`src/rtl/alu8_seq_if.sv`:
```
// Bus bundle between the control path / ALU and alu8_sequencer.
// ALU8_SEQ_FLAGS_EN adds the zero/negative result flags to the bundle.
interface alu8_seq_if #(
    parameter int DATA_W = 8,
    parameter int AW     = 2
);
    logic              cmd_valid;
    logic              cmd_ready;
    logic [2:0]        cmd_op;
    logic [AW-1:0]     cmd_dst;
    logic [AW-1:0]     cmd_src_a;
    logic [AW-1:0]     cmd_src_b;
    logic              cmd_imm_en;
    logic [DATA_W-1:0] cmd_imm;

    logic [DATA_W-1:0] alu_a;
    logic [DATA_W-1:0] alu_b;
    logic [2:0]        alu_op;
    logic [DATA_W-1:0] alu_r;

    logic              res_valid;
    logic [DATA_W-1:0] res_data;
    logic [AW-1:0]     res_dst;

    logic [AW-1:0]     rd_addr;
    logic [DATA_W-1:0] rd_data;

`ifdef ALU8_SEQ_FLAGS_EN
    logic              flag_z;
    logic              flag_n;

    modport slave (
        input  cmd_valid, cmd_op, cmd_dst, cmd_src_a, cmd_src_b, cmd_imm_en, cmd_imm,
        input  alu_r, rd_addr,
        output cmd_ready, alu_a, alu_b, alu_op,
        output res_valid, res_data, res_dst, rd_data, flag_z, flag_n
    );

    modport master (
        output cmd_valid, cmd_op, cmd_dst, cmd_src_a, cmd_src_b, cmd_imm_en, cmd_imm,
        output alu_r, rd_addr,
        input  cmd_ready, alu_a, alu_b, alu_op,
        input  res_valid, res_data, res_dst, rd_data, flag_z, flag_n
    );
`else
    modport slave (
        input  cmd_valid, cmd_op, cmd_dst, cmd_src_a, cmd_src_b, cmd_imm_en, cmd_imm,
        input  alu_r, rd_addr,
        output cmd_ready, alu_a, alu_b, alu_op,
        output res_valid, res_data, res_dst, rd_data
    );

    modport master (
        output cmd_valid, cmd_op, cmd_dst, cmd_src_a, cmd_src_b, cmd_imm_en, cmd_imm,
        output alu_r, rd_addr,
        input  cmd_ready, alu_a, alu_b, alu_op,
        input  res_valid, res_data, res_dst, rd_data
    );
`endif

endinterface

```
`src/rtl/alu8_sequencer.sv`:
```
// Register-file command sequencer driving an external 8-bit combinational ALU (IDLE->EXEC->WB).
// Optional feature macro: ALU8_SEQ_FLAGS_EN (registered zero/negative flags at writeback).
module alu8_sequencer #(
    parameter int DATA_W   = 8,
    parameter int RF_DEPTH = 4
) (
    input  logic       clk,
    input  logic       rst,
    alu8_seq_if.slave  bus
);
    localparam int AW = $clog2(RF_DEPTH);

    typedef enum logic [1:0] {
        IDLE = 2'd0,
        EXEC = 2'd1,
        WB   = 2'd2
    } state_t;

    state_t            state_reg;
    logic              cmd_ready_reg;
    logic [DATA_W-1:0] alu_a_reg;
    logic [DATA_W-1:0] alu_b_reg;
    logic [2:0]        alu_op_reg;
    logic [AW-1:0]     dst_reg;
    logic              res_valid_reg;
    logic [DATA_W-1:0] res_data_reg;
    logic [AW-1:0]     res_dst_reg;

    logic              accept;
    logic              wb_en;
    logic [DATA_W-1:0] rf_word [RF_DEPTH];

    assign accept = bus.cmd_valid && cmd_ready_reg;
    assign wb_en  = (state_reg == EXEC);

    // One register per entry; each only loads when the EXEC-cycle destination selects it.
    generate
        for (genvar gi = 0; gi < RF_DEPTH; gi++) begin : rf_gen
            logic [DATA_W-1:0] entry_reg;

            always_ff @(posedge clk) begin
                if (rst) begin
                    entry_reg <= '0;
                end else if (wb_en && (dst_reg == AW'(gi))) begin
                    entry_reg <= bus.alu_r;
                end
            end

            assign rf_word[gi] = entry_reg;
        end
    endgenerate

    always_ff @(posedge clk) begin
        if (rst) begin
            state_reg     <= IDLE;
            cmd_ready_reg <= 1'b1;
            alu_a_reg     <= '0;
            alu_b_reg     <= '0;
            alu_op_reg    <= '0;
            dst_reg       <= '0;
            res_valid_reg <= 1'b0;
            res_data_reg  <= '0;
            res_dst_reg   <= '0;
        end else begin
            case (state_reg)
                IDLE: begin
                    if (accept) begin
                        alu_a_reg     <= rf_word[bus.cmd_src_a];
                        alu_b_reg     <= bus.cmd_imm_en ? bus.cmd_imm : rf_word[bus.cmd_src_b];
                        alu_op_reg    <= bus.cmd_op;
                        dst_reg       <= bus.cmd_dst;
                        cmd_ready_reg <= 1'b0;
                        state_reg     <= EXEC;
                    end
                end
                EXEC: begin
                    res_data_reg  <= bus.alu_r;
                    res_dst_reg   <= dst_reg;
                    res_valid_reg <= 1'b1;
                    state_reg     <= WB;
                end
                WB: begin
                    res_valid_reg <= 1'b0;
                    cmd_ready_reg <= 1'b1;
                    state_reg     <= IDLE;
                end
                default: begin
                    res_valid_reg <= 1'b0;
                    cmd_ready_reg <= 1'b1;
                    state_reg     <= IDLE;
                end
            endcase
        end
    end

`ifdef ALU8_SEQ_FLAGS_EN
    logic flag_z_reg;
    logic flag_n_reg;

    always_ff @(posedge clk) begin
        if (rst) begin
            flag_z_reg <= 1'b0;
            flag_n_reg <= 1'b0;
        end else if (wb_en) begin
            flag_z_reg <= (bus.alu_r == '0);
            flag_n_reg <= bus.alu_r[DATA_W-1];
        end
    end

    assign bus.flag_z = flag_z_reg;
    assign bus.flag_n = flag_n_reg;
`endif

    assign bus.cmd_ready = cmd_ready_reg;
    assign bus.alu_a     = alu_a_reg;
    assign bus.alu_b     = alu_b_reg;
    assign bus.alu_op    = alu_op_reg;
    assign bus.res_valid = res_valid_reg;
    assign bus.res_data  = res_data_reg;
    assign bus.res_dst   = res_dst_reg;
    assign bus.rd_data   = rf_word[bus.rd_addr];

endmodule

```
`src/flat_wrapper.sv`:
```
// flat-port wrapper written by rule: the top's interface ports become plain ports
module alu8_sequencer_flat 
#(
    parameter int DATA_W   = 8,
    parameter int RF_DEPTH = 4
)
  (clk, rst, bus_cmd_valid, bus_cmd_op, bus_cmd_dst, bus_cmd_src_a, bus_cmd_src_b, bus_cmd_imm_en, bus_cmd_imm, bus_alu_r, bus_rd_addr, bus_cmd_ready, bus_alu_a, bus_alu_b, bus_alu_op, bus_res_valid, bus_res_data, bus_res_dst, bus_rd_data);
  alu8_seq_if #(.DATA_W(DATA_W)) bus_i ();
  input  logic clk;
  input  logic rst;
  input wire logic [$bits(bus_i.cmd_valid)-1:0] bus_cmd_valid;
  input wire logic [$bits(bus_i.cmd_op)-1:0] bus_cmd_op;
  input wire logic [$bits(bus_i.cmd_dst)-1:0] bus_cmd_dst;
  input wire logic [$bits(bus_i.cmd_src_a)-1:0] bus_cmd_src_a;
  input wire logic [$bits(bus_i.cmd_src_b)-1:0] bus_cmd_src_b;
  input wire logic [$bits(bus_i.cmd_imm_en)-1:0] bus_cmd_imm_en;
  input wire logic [$bits(bus_i.cmd_imm)-1:0] bus_cmd_imm;
  input wire logic [$bits(bus_i.alu_r)-1:0] bus_alu_r;
  input wire logic [$bits(bus_i.rd_addr)-1:0] bus_rd_addr;
  output wire logic [$bits(bus_i.cmd_ready)-1:0] bus_cmd_ready;
  output wire logic [$bits(bus_i.alu_a)-1:0] bus_alu_a;
  output wire logic [$bits(bus_i.alu_b)-1:0] bus_alu_b;
  output wire logic [$bits(bus_i.alu_op)-1:0] bus_alu_op;
  output wire logic [$bits(bus_i.res_valid)-1:0] bus_res_valid;
  output wire logic [$bits(bus_i.res_data)-1:0] bus_res_data;
  output wire logic [$bits(bus_i.res_dst)-1:0] bus_res_dst;
  output wire logic [$bits(bus_i.rd_data)-1:0] bus_rd_data;
  assign bus_i.cmd_valid = bus_cmd_valid;
  assign bus_i.cmd_op = bus_cmd_op;
  assign bus_i.cmd_dst = bus_cmd_dst;
  assign bus_i.cmd_src_a = bus_cmd_src_a;
  assign bus_i.cmd_src_b = bus_cmd_src_b;
  assign bus_i.cmd_imm_en = bus_cmd_imm_en;
  assign bus_i.cmd_imm = bus_cmd_imm;
  assign bus_i.alu_r = bus_alu_r;
  assign bus_i.rd_addr = bus_rd_addr;
  assign bus_cmd_ready = bus_i.cmd_ready;
  assign bus_alu_a = bus_i.alu_a;
  assign bus_alu_b = bus_i.alu_b;
  assign bus_alu_op = bus_i.alu_op;
  assign bus_res_valid = bus_i.res_valid;
  assign bus_res_data = bus_i.res_data;
  assign bus_res_dst = bus_i.res_dst;
  assign bus_rd_data = bus_i.rd_data;
  alu8_sequencer #(.DATA_W(DATA_W), .RF_DEPTH(RF_DEPTH)) u_core (.clk(clk), .rst(rst), .bus(bus_i));
endmodule
```
`config.mk`:
```
export PLATFORM = sky130hd
export DESIGN_NAME = alu8_sequencer_flat
export DESIGN_NICKNAME = d
export VERILOG_FILES = /design/src/rtl/alu8_seq_if.sv /design/src/rtl/alu8_sequencer.sv /design/src/flat_wrapper.sv
export SDC_FILE = /design/constraint.sdc
export NUM_CORES = 1
export LEC_CHECK = 0
export CAP_MARGIN = 5
export CORE_MARGIN = 2
export CORE_UTILIZATION = 40
export CTS_CLUSTER_DIAMETER = 150
export CTS_CLUSTER_SIZE = 20
export DETAILED_ROUTE_END_ITERATION = 7
export PLACE_DENSITY = 0.77
export SYNTH_ARGS = -nofsm -noshare
export SYNTH_HDL_FRONTEND = slang
export SYNTH_SLANG_ARGS = --single-unit
```
`constraint.sdc`:
```
create_clock -name clk -period 1.75 [get_ports clk]
set_input_delay 0.175 -clock clk [delete_from_list [all_inputs] [get_ports clk]]
set_output_delay 0.175 -clock clk [all_outputs]
set_load 0.1 [all_outputs]
```
==> metrics.cfg <==
[status]
run_status = finished clean

[grt]
grt_pass1_vias = 2468
grt_usage_pct = 20.2
grt_antenna_before_repair = 0
grt_first_pass_wirelength_um = 12900
grt_max_degree = 32
grt_remaining_overflow = 0

[logic_synthesis]
yosys.area.top_type_share_pct = 43.9
yosysTopAreaCell = dfxtp_1
syn-cell-area_sq_um = 3050
syn_inst = 319
synth_warnings = 0
async_reset_ff_share_pct = 0
ys_ff_latch = 67
synthTopCellsByArea = dfxtp_1 (44%), mux4_2 (12%), nand2_1 (9.6%)
synth_fp_nets = 350
seq_area_frac_synth_pct = 43.9
synth_edf_count = 0
synth_ff_type = dfxtp_1
ys_types = 26
avgSynthCellArea_sq_um = 9.57

[floorplan]
start_util_pct = 41.6
die_h_um = 91.4
pin_count = 70
fp.dieW_um = 91.4
die-area_sq_um = 8350
fp.coreArea_sq_um = 7330
row_count = 31

[setup_path]
cpPeakStageDelay_ps = 520
r2r_end = u_core.bus.res_data[3]
worstPathCellList = mux4_2 -> buf_12
cp.arrival_ps = 1410
cp.required_ps = 1570
path_class = flip-flop to output port
cp-startpoint = u_core.rf_gen[3].entry_reg[6]
rrSetupSlack_ps = 230
worst_setup_path_start_kind = flip-flop
r2r_start = u_core.state_reg[0]
r2r_cells = 3
cp_slowest_cell = mux4_2
end_kind = output port
cp_max_fo = 4

[power_and_ir_drop]
pwr_density_cell_nw_per_um2 = 895
peakVddDrop_uv = 498
leakage_uw = 0.00153
power_uw = 3700

[clock_tree]
cts_tree = yes
cts.sinks = 67
root_buffer = clkbuf_8
clk_latency_ps = 350
postCtsSetupRepairBufs = 0
htreeDepth = 3
clk_pin_slew_ps = 70
cts_buffer_depth = 2
cts_buffers = 9

[layout]
largest_register_ffs = 32
drive_above_1_share_pct = 27.2
final_cell_mix = nand2_1 (78), dfxtp_1 (66), buf_4 (43)
fin_util_pct = 56.3
nets = 419
diodes = 0
final_common_cell = nand2_1
syn_to_final_growth_pct = 35.3

[timing]
finalWorstPathRequiredPeriod_ps = 1590
skew_ps = 11.3
rsz0062_at_grt = false
fmax_mhz = 630
finalSetupViolCount = 0
worst_slew_pin_slew_ps = 793
finalMaxSlewViolations = 0
fin_crit_sh_pct = 90.7
hold_viol_final = 0
slew_headroom_pct = 47.1

[drt]
wl_met1_um = 3680
avgViaCountPerCell = 5.53
met2_length_um = 3780
wl_per_cell_um = 16.9
highest_layer = met4
drt-initial-drc-count = 247
drtPass1Iterations = 6
wl_um = 8310
detail_route.drc_violations = 0
vias = 2721
dr_wl_met3_um = 703
antenna_left = 0

[min_path]
hold_depth = 2
holdCritStartpoint = rst
holdCritPathClass = primary input to flip-flop
worstHoldEndpoint = u_core.state_reg[0]

[place]
io_buffers = 69
dp_hpwl_um = 5910
gp_congestion = 0.874

[job]
cap_viol_max_count = 0

## cells by family (layout without fill, tap and decap cells)
group,after synthesis,count (layout),synth area share (%)
buffers and inverters,29,103,4.84
DFF,67,67,43.9
muxes,48,48,23.2
and+or+nand+nor,119,119,16.8
AOI/OAI and AO/OA,56,56,11.2
## cell type report
cell class | instances | area, sq um
Tap cell | 99 | 124
Fill cell | 632 | 3200
Multi-Input combinational cell | 223 | 1580
Timing Repair Buffer | 87 | 900
Clock buffer | 14 | 153
Sequential cell | 67 | 1340
Clock inverter | 2 | 35.0
## Yosys cell counts (2+ instances only)
| master | instances |
|---|---|
| mux2i_1 | 16 |
| dfxtp_1 | 67 |
| mux2_4 | 2 |
| mux4_2 | 16 |
| buf_4 | 2 |
| nor2_1 | 29 |
| clkbuf_1 | 11 |
| mux2_2 | 14 |
| nor2b_1 | 2 |
| a211oi_1 | 8 |
| nand2_1 | 78 |
| buf_2 | 13 |
| buf_6 | 2 |
| a222oi_1 | 8 |
| a21oi_1 | 39 |
| nor4bb_1 | 2 |
## stage by stage
stage | cells | setup slack [ps] | hold slack [ps] | instance area (sq um) | TNS (ps)
global placement | 476 | -57.1 | 442 | 3940 | -222
floorplan | 319 | 270 | 311 | 3050 | 0
finish | 492 | 164 | 249 | 4130 | 0
detailed placement | 476 | -88.7 | 450 | 3940 | -350
global route | 492 | 43.4 | 254 | 4130 | 0
CTS | 492 | 0 | 239 | 4130 | 0
## routing by layer
layer,track usage [%],vias to the layer above
met4,5.68,0
met3,6.22,16
met2,30.7,131
li1,-,1272
met5,0,-
met1,27.8,1302
## worst max path at each step
stage                                         to  slack (ps)  depth (start not counted)
after floorplan              u_core.bus.alu_b[0]         270                          4
after global placement       u_core.bus.alu_b[7]         -60                          6
after detailed placement     u_core.bus.alu_b[3]         -90                          5
after CTS                         bus_rd_data[2]           0                          4
after global routing      u_core.bus.res_data[0]          40                          3
final                             bus_rd_data[6]         160                          2
## what timing repair did
action / in CTS / in global routing
endpoints found under the hold margin: 0 / 0
resized for setup: 1 / 1
setup endpoints to repair: 2 / 4
hold buffers: 0 / 0
## report_power, final
group	internal, uW	total [uW]	switching (uW)
Combinational	268	801	533
Clock	697	1260	559
Sequential	1580	1640	54.7
Total	2550	3700	1150
## critical path: cells and delay by family, from the launching register on
kind                   cells  cell delay [ps]
muxes                      1              520
DFF                        1              340
buffers and inverters      1              190
Power figures use the tool's default switching activity.
